--- config.mk ---
export PLATFORM = sky130hd
export DESIGN_NAME = seq_monitor
export DESIGN_NICKNAME = d
export VERILOG_FILES = /design/src/rtl/seq_mon_pkg.sv /design/src/rtl/sat_counter.sv /design/src/rtl/seq_monitor.sv
export SDC_FILE = /design/constraint.sdc
export NUM_CORES = 1
export LEC_CHECK = 0
export CAP_MARGIN = 10
export CORE_ASPECT_RATIO = 0.75
export CORE_MARGIN = 10
export CORE_UTILIZATION = 40
export CTS_BUF_LIST = sky130_fd_sc_hd__clkbuf_4 sky130_fd_sc_hd__clkbuf_8
export DETAILED_ROUTE_END_ITERATION = 8
export GPL_ROUTABILITY_DRIVEN = 0
export PLACE_DENSITY = 0.73
export SLEW_MARGIN = 20
export SYNTH_ARGS = -nofsm -noshare
export SYNTH_HDL_FRONTEND = slang
export SYNTH_SLANG_ARGS = --single-unit
--- constraint.sdc ---
create_clock -name clk -period 2.2 [get_ports clk]
set_clock_uncertainty 0.2 [all_clocks]
set_input_delay 0.44 -clock clk [delete_from_list [all_inputs] [get_ports clk]]
set_output_delay 0.44 -clock clk [all_outputs]
set_load 0.05 [all_outputs]
--- src/rtl/seq_mon_pkg.sv ---
// Shared definitions for the sequence monitor.
//   seq_mon_state_t : monitor FSM states (IDLE, SYNC, LOCKED)
//   DEF_*           : default parameter values used by seq_monitor
package seq_mon_pkg;

    typedef enum logic [1:0] {
        IDLE   = 2'd0,
        SYNC   = 2'd1,
        LOCKED = 2'd2
    } seq_mon_state_t;

    localparam int DEF_WIDTH    = 2;
    localparam int DEF_ERR_W    = 8;
    localparam int DEF_LOCK_CNT = 2;

endpackage

--- src/rtl/sat_counter.sv ---
// Saturating up-counter.
//   clk   : clock
//   rst   : asynchronous active-high reset, count -> 0
//   clr   : synchronous clear, count -> 0 (wins over inc)
//   inc   : add one unless already at all-ones
//   count : current value, holds at 2^WIDTH-1
module sat_counter #(
    parameter int WIDTH = 8
) (
    input  logic             clk,
    input  logic             rst,
    input  logic             clr,
    input  logic             inc,
    output logic [WIDTH-1:0] count
);

    logic [WIDTH-1:0] count_q;
    logic [WIDTH-1:0] count_d;

    always_comb begin
        count_d = count_q;
        if (clr) begin
            count_d = '0;
        end else if (inc && (count_q != '1)) begin
            count_d = count_q + WIDTH'(1);
        end
    end

    always_ff @(posedge clk or posedge rst) begin
        if (rst) begin
            count_q <= '0;
        end else begin
            count_q <= count_d;
        end
    end

    assign count = count_q;

endmodule

--- src/rtl/seq_monitor.sv ---
// Receive-side checker for a modulo-2^WIDTH incrementing stream.
//   clk        : clock
//   rst        : asynchronous active-high reset
//   clr        : synchronous clear (FSM -> IDLE, error count -> 0)
//   in_valid   : in_data is sampled this cycle
//   in_data    : sequence word under test
//   locked     : high while the FSM is in LOCKED
//   err_pulse  : one-cycle pulse per sequence break seen while locked
//   wrap_pulse : one-cycle pulse on an accepted max->0 step while locked
//   err_count  : saturating count of errors since reset or clr
// All outputs are registered; a sample taken on edge N is reflected after edge N.
module seq_monitor
    import seq_mon_pkg::*;
#(
    parameter int WIDTH    = DEF_WIDTH,
    parameter int ERR_W    = DEF_ERR_W,
    parameter int LOCK_CNT = DEF_LOCK_CNT
) (
    input  logic             clk,
    input  logic             rst,
    input  logic             clr,
    input  logic             in_valid,
    input  logic [WIDTH-1:0] in_data,
    output logic             locked,
    output logic             err_pulse,
    output logic             wrap_pulse,
    output logic [ERR_W-1:0] err_count
);

    // match runs 0..LOCK_CNT, so it needs enough bits to hold LOCK_CNT itself.
    localparam int                   MATCH_W  = $clog2(LOCK_CNT + 1);
    localparam logic [MATCH_W-1:0]   LOCK_TGT = MATCH_W'(LOCK_CNT);

    seq_mon_state_t     state_q,      state_d;
    logic [WIDTH-1:0]   prev_q,       prev_d;
    logic [MATCH_W-1:0] match_q,      match_d;
    logic               locked_q,     locked_d;
    logic               err_pulse_q,  err_pulse_d;
    logic               wrap_pulse_q, wrap_pulse_d;
    logic               err_inc;

    logic [WIDTH-1:0]   expected;
    logic               correct;

    // Natural WIDTH-bit wrap gives the modulo-2^WIDTH successor for free.
    assign expected = prev_q + WIDTH'(1);
    assign correct  = (in_data == expected);

    always_comb begin
        // NOTE: every signal gets a default before any branch so no path
        // leaves one unassigned; otherwise synthesis infers a latch.
        state_d      = state_q;
        prev_d       = prev_q;
        match_d      = match_q;
        err_pulse_d  = 1'b0;
        wrap_pulse_d = 1'b0;
        err_inc      = 1'b0;

        if (clr) begin
            // The sample in this cycle, if any, is discarded.
            state_d = IDLE;
            match_d = '0;
        end else if (in_valid) begin
            prev_d = in_data;
            unique case (state_q)
                IDLE: begin
                    match_d = '0;
                    state_d = SYNC;
                end
                SYNC: begin
                    if (correct) begin
                        match_d = match_q + MATCH_W'(1);
                        if (match_d == LOCK_TGT) begin
                            state_d = LOCKED;
                        end
                    end else begin
                        // Pre-lock mismatches only restart the streak.
                        match_d = '0;
                    end
                end
                LOCKED: begin
                    if (correct) begin
                        wrap_pulse_d = (prev_q == '1);
                    end else begin
                        err_pulse_d = 1'b1;
                        err_inc     = 1'b1;
                        match_d     = '0;
                        state_d     = SYNC;
                    end
                end
                default: begin
                    state_d = IDLE;
                    match_d = '0;
                end
            endcase
        end

        // Registered so locked moves on the same edge as the pulses.
        locked_d = (state_d == LOCKED);
    end

    always_ff @(posedge clk or posedge rst) begin
        if (rst) begin
            state_q      <= IDLE;
            prev_q       <= '0;
            match_q      <= '0;
            locked_q     <= 1'b0;
            err_pulse_q  <= 1'b0;
            wrap_pulse_q <= 1'b0;
        end else begin
            // NOTE: non-blocking assignments so every flop samples the
            // pre-edge values regardless of statement order.
            state_q      <= state_d;
            prev_q       <= prev_d;
            match_q      <= match_d;
            locked_q     <= locked_d;
            err_pulse_q  <= err_pulse_d;
            wrap_pulse_q <= wrap_pulse_d;
        end
    end

    sat_counter #(
        .WIDTH (ERR_W)
    ) u_err_cnt (
        .clk   (clk),
        .rst   (rst),
        .clr   (clr),
        .inc   (err_inc),
        .count (err_count)
    );

    assign locked     = locked_q;
    assign err_pulse  = err_pulse_q;
    assign wrap_pulse = wrap_pulse_q;

endmodule

## Yosys cells after proc, flatten, opt, wreduce, memory -nomap -nowiden

Index checks and enable logic that the tools add are counted.
Widths: inputs -> output; s select.

| storage, ports and cells | value |
|---|---|
| register bits after elaboration | 17 |
| word-level logic and storage cells | 46 |
| output and inout bits | 11 |
| input bits | 6 |

| cells by class | value |
|---|---|
| $add $sub $neg | 3 |
| bitwise logic cells | 1 |
| equality and inequality tests | 8 |
| reduce and logical (&&, ||, !) cells | 6 |
| multiplexer cells | 21 |

Operators with widths:

| operator | count |
|---|---|
| $mux 2 | 9 |
| $mux 8 | 2 |
| $add 8x1->8 const B | 1 |
| $eq 2x2->1 const B | 4 |
| $mux 1 | 8 |
| $ne 8x8->1 const B | 1 |
| $pmux 2 s3 | 1 |
| $add 2x1->2 const B | 2 |
| $pmux 2 s2 | 1 |
| $reduce_and 2->1 | 2 |
| $reduce_bool 2->1 | 2 |
| $ne 3x3->1 const B | 1 |
| $eq 2x1->1 const B | 1 |
| $eq 2x2->1 | 1 |
| $logic_not 2->1 | 1 |
| $logic_and 1x1->1 | 1 |
| $not 1->1 | 1 |

## Logic depth before layout (Yosys ltp)

Gate-level depths: netlist of the first run.

| logic depth | value |
|---|---|
| word-level depth | 9 |
| gate-level depth with buffers | 7 |
| depth with buffers taken out | 6 |

## By module

From an unflattened synthesis of the first run, not the netlist that was laid out.

| second synthesis, totals | value |
|---|---|
| cell total of the unflattened synthesis | 94 |
| area, all modules | 997.2 um^2 |

Modules (own cells, without submodules):

| module | area each (um^2) | seq. area each (um^2) | cells an instance | times used |
|---|---|---|---|---|
| sat_counter | 504.2 | 200.2 | 49 | 1 |
| seq_monitor | 493.0 | 225.2 | 45 | 1 |

## Least setup slack after synthesis of the first run

Ideal clock, no wire load.

| path | value |
|---|---|
| kind | register -> register |
| start point | reg u_err_cnt.count_q[0], in the netlist u_err_cnt.count[0] |
| end point | reg u_err_cnt.count_q[4], in the netlist u_err_cnt.count[4] |
| setup slack | 212 ps |
| arrival | 1641 ps |
| setup time | 147 ps |
| buffers on the path | 1 |
| period minus slack after synthesis | 1988 ps |
| stages on the path, launching flop included | 6 |
| path through | dfrtp_1 -> ha_1 -> and4_1 -> buf_2 -> o311ai_0 -> o41ai_1 |

| on the way | value |
|---|---|
| longest elaborated chain between the ends | 3 |

Ends and longest elaborated chain:

| what | RTL line | RTL |
|---|---|---|
| start: declaration | sat_counter.sv:17 | `logic [WIDTH-1:0] count_q;` |
| start signal: assignment | sat_counter.sv:33 | `count_q <= count_d;` |
| $add 8x1->8 or $ne 8x8->1 (tied branches) | sat_counter.sv:25, sat_counter.sv:24 |  |
| $mux 8 or $logic_and 1x1->1 (tied branches) | sat_counter.sv:24 | `end else if (inc && (count_q != '1)) begin` |
| $mux 8 or $reduce_bool 2->1 (tied branches) | - |  |

Several ways; a longest one is shown, not always the timed one. The select of a mux whose other input is x is not followed.
A chain may end at the register's enable or synchronous reset.

## Worst setup path after layout of the first run

| path | value |
|---|---|
| start point | reg prev_q[0] |
| end point | reg u_err_cnt.count_q[2], in the netlist u_err_cnt.count[2] |

| on the way | value |
|---|---|
| longest elaborated chain between the ends | 8 |

Ends and longest elaborated chain:

| what | RTL line | RTL |
|---|---|---|
| start: declaration | seq_monitor.sv:35 | `logic [WIDTH-1:0] prev_q, prev_d;` |
| start signal: assignment | seq_monitor.sv:114 | `prev_q <= prev_d;` |
| $add 2x1->2 | seq_monitor.sv:46 | `assign expected = prev_q + WIDTH'(1);` |
| $eq 2x2->1 | seq_monitor.sv:47 | `assign correct = (in_data == expected);` |
| $mux 1 | seq_monitor.sv:82 | `if (correct) begin` |
| $mux 1 | seq_monitor.sv:65 | `unique case (state_q)` |
| $mux 1 | seq_monitor.sv:63 | `end else if (in_valid) begin` |
| $mux 1 | seq_monitor.sv:59 | `if (clr) begin` |
| $logic_and 1x1->1 | sat_counter.sv:24 |  |
| $reduce_bool 2->1 (no line) | - |  |

No other way between the ends.

==> results of run 1 <==
-- timing repair --
action | in CTS | in global routing
hold buffers | 0 | 0
buffers inserted | 0 | 0
resized for setup | 0 | 2
endpoints found under the setup margin | 0 | 6
-- cells by family after synthesis --
| family | after synthesis | synth area share |
|---|---|---|
| DFF | 17 | 0.474 |
| muxes | 3 | 0.0376 |
| adders and majority gates | 3 | 0.0418 |
| AOI/OAI and AO/OA | 24 | 0.177 |
| buffers and inverters | 9 | 0.0446 |
| xor gates and xnor gates | 2 | 0.0195 |
| and+or+nand+nor | 31 | 0.206 |
-- layout by cell type (no fill, tap or decap) --
| cell | netlist | layout |
|---|---|---|
| a211oi_1 | 1 | 1 |
| a21o_1 | 1 | 1 |
| a21oi_1 | 8 | 8 |
| a31o_2 | 1 | 1 |
| a31oi_1 | 1 | 1 |
| and3_1 | 2 | 2 |
| and3b_1 | 1 | 1 |
| and4_1 | 2 | 2 |
| and4bb_1 | 1 | 1 |
| buf_4 | 1 | 12 |
| clkbuf_4 | 0 | 4 |
| clkdlybuf4s50_1 | 0 | 8 |
| dfrtp_1 | 17 | 17 |
| dlymetal6s2s_1 | 0 | 1 |
| ha_1 | 3 | 3 |
| inv_1 | 5 | 5 |
| mux2_2 | 3 | 3 |
| nand2_1 | 5 | 5 |
| nand2b_1 | 1 | 1 |
| nand3_1 | 7 | 7 |
| nand3b_1 | 2 | 2 |
| nor2_1 | 3 | 3 |
| nor2b_1 | 2 | 2 |
| o21ai_0 | 3 | 3 |
| o21ai_2 | 1 | 1 |
| o311ai_0 | 2 | 2 |
| o31ai_1 | 4 | 4 |
| o41ai_1 | 2 | 2 |
| or3_1 | 2 | 2 |
| or4_1 | 3 | 3 |
| xnor2_1 | 1 | 1 |
| xor2_2 | 0 | 1 |
-- where the power goes --
group	switching, mW	total (mW)	internal [mW]
logic	0.0408	0.0744	0.0335
registers	0.00611	0.326	0.320
clock network	0.0982	0.181	0.0829
-- metal layers --
layer / wire (um) / vias to the layer above / track usage / part of all wire
li1: - / 372 / - / -
met1: 936 / 377 / 0.110 / 0.47
met2: 954 / 16 / 0.143 / 0.48
met3: 107 / 0 / 0.0289 / 0.054
met4: 0 / 0 / 0.0430 / 0
met5: 0 / - / 0 / 0
-- how the worst min path moves through the flow --
stage                                     start                             end
after floorplan                             rst             err_pulse$_DFF_PP0_
final                                       rst  u_err_cnt.count[6]$_DFFE_PP0P_
after CTS                                   rst  u_err_cnt.count[7]$_DFFE_PP0P_
after global placement    prev_q[1]$_DFFE_PP0P_           prev_q[1]$_DFFE_PP0P_
after detailed placement  prev_q[1]$_DFFE_PP0P_           prev_q[1]$_DFFE_PP0P_
after global routing                        rst  u_err_cnt.count[5]$_DFFE_PP0P_
-- critical path, delay by kind of cell (launching register included) --
kind | cells | cell delay (ns)
AO/OA/AOI/OAI | 3 | 0.60
XOR/XNOR | 1 | 0.21
adder cells (fa/ha/maj) | 1 | 0.34
buffers and inverters | 1 | 0.19
flip-flops | 1 | 0.42
-- layout make-up --
class / instances / area share
Tap cell: 24 / 0.0266
Clock buffer: 4 / 0.0266
Sequential cell: 17 / 0.377
Inverter: 5 / 0.0166
Timing Repair Buffer: 21 / 0.162
Multi-Input combinational cell: 63 / 0.391
-- registers in the layout, summed over array words and instances, names as in the netlist --
register         cells
wrap_pulse           1
u_err_cnt.count      8
locked               1
prev_q               2
state_q              2
match_q              2
err_pulse            1
==> metrics, run 1 <==
H-Tree Level Count 1; Site Rows 14; Critical Path End Type flip-flop; count leader, synth dfrtp_1; Synth-to-Final Area Change 25.5%; asr flop ratio synth 1.00; Fin Setup TNS 0 ns; VDD IR-drop max 248 uV; Slew @ Worst Pin 0.508 ns; post-synth net total 98; Post-Syn Instances 89; initial antenna violation count 0; Slew Viols, Final 0; worst-path maximum fanout 10; fin area 0.00113 mm^2; pre-CTS setup slack -0.119 ns; number of antenna cells inserted 0; CORE AREA 0.00207 mm^2; post-DR wirelength/cell 14.9 um; Die Wd 74.7 um; Critical Path End u_err_cnt.count[2]$_DFFE_PP0P_; Reg area 425 um^2; crit-path cells ha_1 -> xor2_2 -> o21ai_2 -> buf_4 -> o311ai_0 -> o31ai_1; top cells by area, synth dfrtp_1 (47%), a21oi_1 (4.5%), ha_1 (4.2%); status finished clean; number of synthesized flops with an enable pin 0; register area share after synthesis 0.474; Rel. slew slack 0.661; leakage power 0.526 nW; Antenna Violating Nets Remaining 0; largest net degree at the start of global routing 18; number of cells on the worst reg-to-reg path 6; Mapped Area 898 um^2; top_reg_cell synth dfrtp_1; kind of critical path reg -> reg; critical path's slowest cell dfrtp_1; Power Density 516 mW/mm^2; CP max stage delay 0.42 ns; layout cells sized above 1 0.200; PnR worst setup slack 0.120 ns; dpl hpwl 1470 um; Worst Path Arrival 2.05 ns; CP required 2.17 ns; Max Clock Freq 481 MHz; GRT Total Usage 0.0903; Initial Util 0.435; synthesis-stage register bit count 17; Yosys Warn Count 0; Tot Pwr 0.581 mW; CTS tree yes; Hold Path Class in -> async; Syn Area/Cell 10.1 um^2; first-pass GRT wire length 3300 um; Layout Nets 120; placed cell area 0.00109 mm^2; Post-Layout Cell Count 134; vias in the first global route 770; clock sink total 17; clk_lat worst skew 0.29 ns; Buffers on Ports 16; via/cell ratio 5.71; Reg2Reg Launch Point prev_q[0]$_DFFE_PP0P_; DRC Markers 0; routed via count 765; multi-input logic area 440 um^2; Final Cycle Share 0.945; # IOs 17; total CTS buffers 3; FILL cells 198; die area 0.00456 mm^2; placed cell count 130; RR Endpoint u_err_cnt.count[2]$_DFFE_PP0P_; crit path time final 2.08 ns; initial drt markers 31; CP startpoint prev_q[0]$_DFFE_PP0P_; CTS clk-pin slew, worst paths 0.10 ns; drt first pass iters 4; clock tree root buffer cell clkbuf_4; synth cell count leaders dfrtp_1 (17), a21oi_1 (8), nand3_1 (7); hold slack 0.246 ns; top cell type's share of synthesized area 0.474; grt total ovfl 0; Die Height 61.0 um; startpoint types flip-flop; Max-Cap Viols 0; Detailed Route WL 2000 um; Final Setup Violations 0; area leader, netlist dfrtp_1; Synth cell types 31; Finished Core Util 0.545; R2R Setup Slk 0.12 ns; Max Root-Sink Buffers 2; final hold vios 0
Power figures use the tool's default switching activity.
==> inputs of run 2 (changes only) <==
GPL_ROUTABILITY_DRIVEN = not set   (was 0)
==> results of run 2 <==
Final layout, timing and power as in run 1 (identical DEF).
==> inputs of run 3 (changes only) <==
==> constraint.sdc (replaced) <==
create_clock -name clk -period 2.2 [get_ports clk]
set_clock_uncertainty 0.2 [all_clocks]
set_input_delay 0.44 -clock clk [delete_from_list [all_inputs] [get_ports clk]]
set_output_delay 0.44 -clock clk [all_outputs]
set_load 0.005 [all_outputs]
==> metrics, run 3 (synthesis results as in run 1) <==
GRT Total Usage 0.0879; Die Height 61.0 um; total CTS buffers 3; number of antenna cells inserted 0; most frequent cells in the layout dfrtp_1 (17), clkdlybuf4s50_1 (16), a21oi_1 (8); Hold-fix buffers, CTS 0; CP max stage delay 0.41 ns; clock sink total 17; layout cells sized above 1 0.136; routed via count 771; Finished Core Util 0.556; initial drt markers 36; postcts setup bufs 0; Critical Path End Type flip-flop; Final Cycle Share 0.957; Die Wd 74.7 um; Detailed Route WL 2050 um; startpoint types flip-flop; crit path time final 2.11 ns; via/cell ratio 5.75; Final Setup Violations 0; Hold Path Class in -> async; unrepaired setup endpoints after global routing no; drt first pass iters 4; first-pass GRT wire length 3150 um; Layout Nets 120; Site Rows 14; final hold vios 0; Placer Congestion 0.739; CP required 2.17 ns; largest net degree at the start of global routing 18; status finished clean; vias in the first global route 724; grt total ovfl 0; clock tree root buffer cell clkbuf_4; max FFs per register 8; Rel. slew slack 0.739; Slew @ Worst Pin 0.392 ns; post-DR wirelength/cell 15.3 um; Initial Util 0.435; leakage power 0.494 nW; worst-path maximum fanout 10; Max Root-Sink Buffers 2; CTS clk-pin slew, worst paths 0.09 ns; Worst Path Arrival 2.07 ns; DRC Markers 0; VDD IR-drop max 244 uV; Antenna Violating Nets Remaining 0; Slew Viols, Final 0; initial antenna violation count 0; # IOs 17; dpl hpwl 1500 um; critical path's slowest cell dfrtp_1; H-Tree Level Count 1; die area 0.00456 mm^2; CORE AREA 0.00207 mm^2; CTS tree yes; Max-Cap Viols 0; Max Clock Freq 475 MHz; Power Density 504 mW/mm^2; crit-path cells ha_1 -> xor2_2 -> o21ai_4 -> buf_4 -> o41ai_1 -> a21oi_1; most common cell after layout, fill and taps aside dfrtp_1; Buffers on Ports 16; hold slack 0.259 ns; fin area 0.00115 mm^2; placed cell area 0.00110 mm^2; kind of critical path reg -> reg; clk_lat worst skew 0.29 ns; Synth-to-Final Area Change 28.0%
==> run 3: cell count changes in the layout (fill, tap and decap cells not counted), sizes merged <==
cell           before  now
buf                12    5
dlymetal6s2s        1    0
clkdlybuf4s50       8   16
==> run 3: timing repair <==
| action | in CTS | in global routing |
|---|---|---|
| hold endpoints to repair | 0 | 0 |
| resized for setup | 0 | 2 |
| endpoints found under the setup margin | 0 | 2 |
==> run 3: per-layer routing <==
| layer | GRT usage | up-vias | share of wire |
|---|---|---|---|
| met2 | 0.150 | 24 | 0.50 |
| met5 | 0 | - | 0 |
| li1 | - | 375 | - |
| met1 | 0.0989 | 372 | 0.43 |
| met4 | 0.0323 | 0 | 0 |
| met3 | 0.0338 | 0 | 0.069 |
==> run 3: final cells by class <==
cell class / count / area [um^2]
Timing Repair Buffer: 21 / 198
Inverter: 5 / 18.8
Sequential cell: 17 / 425
Tap cell: 24 / 30.0
Fill cell: 186 / 917
Multi-Input combinational cell: 63 / 448
Clock buffer: 4 / 30.0
==> run 3: power by group <==
| group | switching, mW | leakage (nW) | internal, mW | total [mW] |
|---|---|---|---|---|
| logic | 0.0429 | 0.244 | 0.0335 | 0.0764 |
| registers | 0.00640 | 0.232 | 0.320 | 0.326 |
| clock network | 0.0937 | 0.0184 | 0.0829 | 0.177 |
| total | 0.143 | 0.494 | 0.436 | 0.579 |
==> run 3: critical path: cells and delay by family, from the launching register on <==
family / cells / cell delay [ns]
AO/OA/AOI/OAI: 3 / 0.63
XOR/XNOR: 1 / 0.23
adder cells (fa/ha/maj): 1 / 0.34
buffers and inverters: 1 / 0.16
flip-flops: 1 / 0.41
==> run 3: worst paths after layout <==
kind | from | endpoint | slack [ns] | depth (start not counted)
worst max-delay path | prev_q[0]$_DFFE_PP0P_ | u_err_cnt.count[6]$_DFFE_PP0P_ | 0.09 | 6
worst min-delay path | rst | locked$_DFF_PP0_ | 0.26 | 3
worst max register to register | prev_q[0]$_DFFE_PP0P_ | u_err_cnt.count[6]$_DFFE_PP0P_ | 0.09 | 6
worst min register to register | prev_q[1]$_DFFE_PP0P_ | prev_q[1]$_DFFE_PP0P_ | 0.32 | 1
max in group asynchronous | rst | u_err_cnt.count[2]$_DFFE_PP0P_ | 1.35 | 3
min in group clk | prev_q[1]$_DFFE_PP0P_ | prev_q[1]$_DFFE_PP0P_ | 0.32 | 1
==> run 3: through the flow <==
step	TNS, ns	power [mW]	setup slack (ns)	cells
floorplan	0	0.377	0.269	89
global placement	-0.320	0.399	-0.0708	130
detailed placement	-0.669	0.400	-0.138	130
CTS	0	0.579	0.0738	134
global route	0	0.604	0.0308	134
finish	0	0.579	0.0945	134
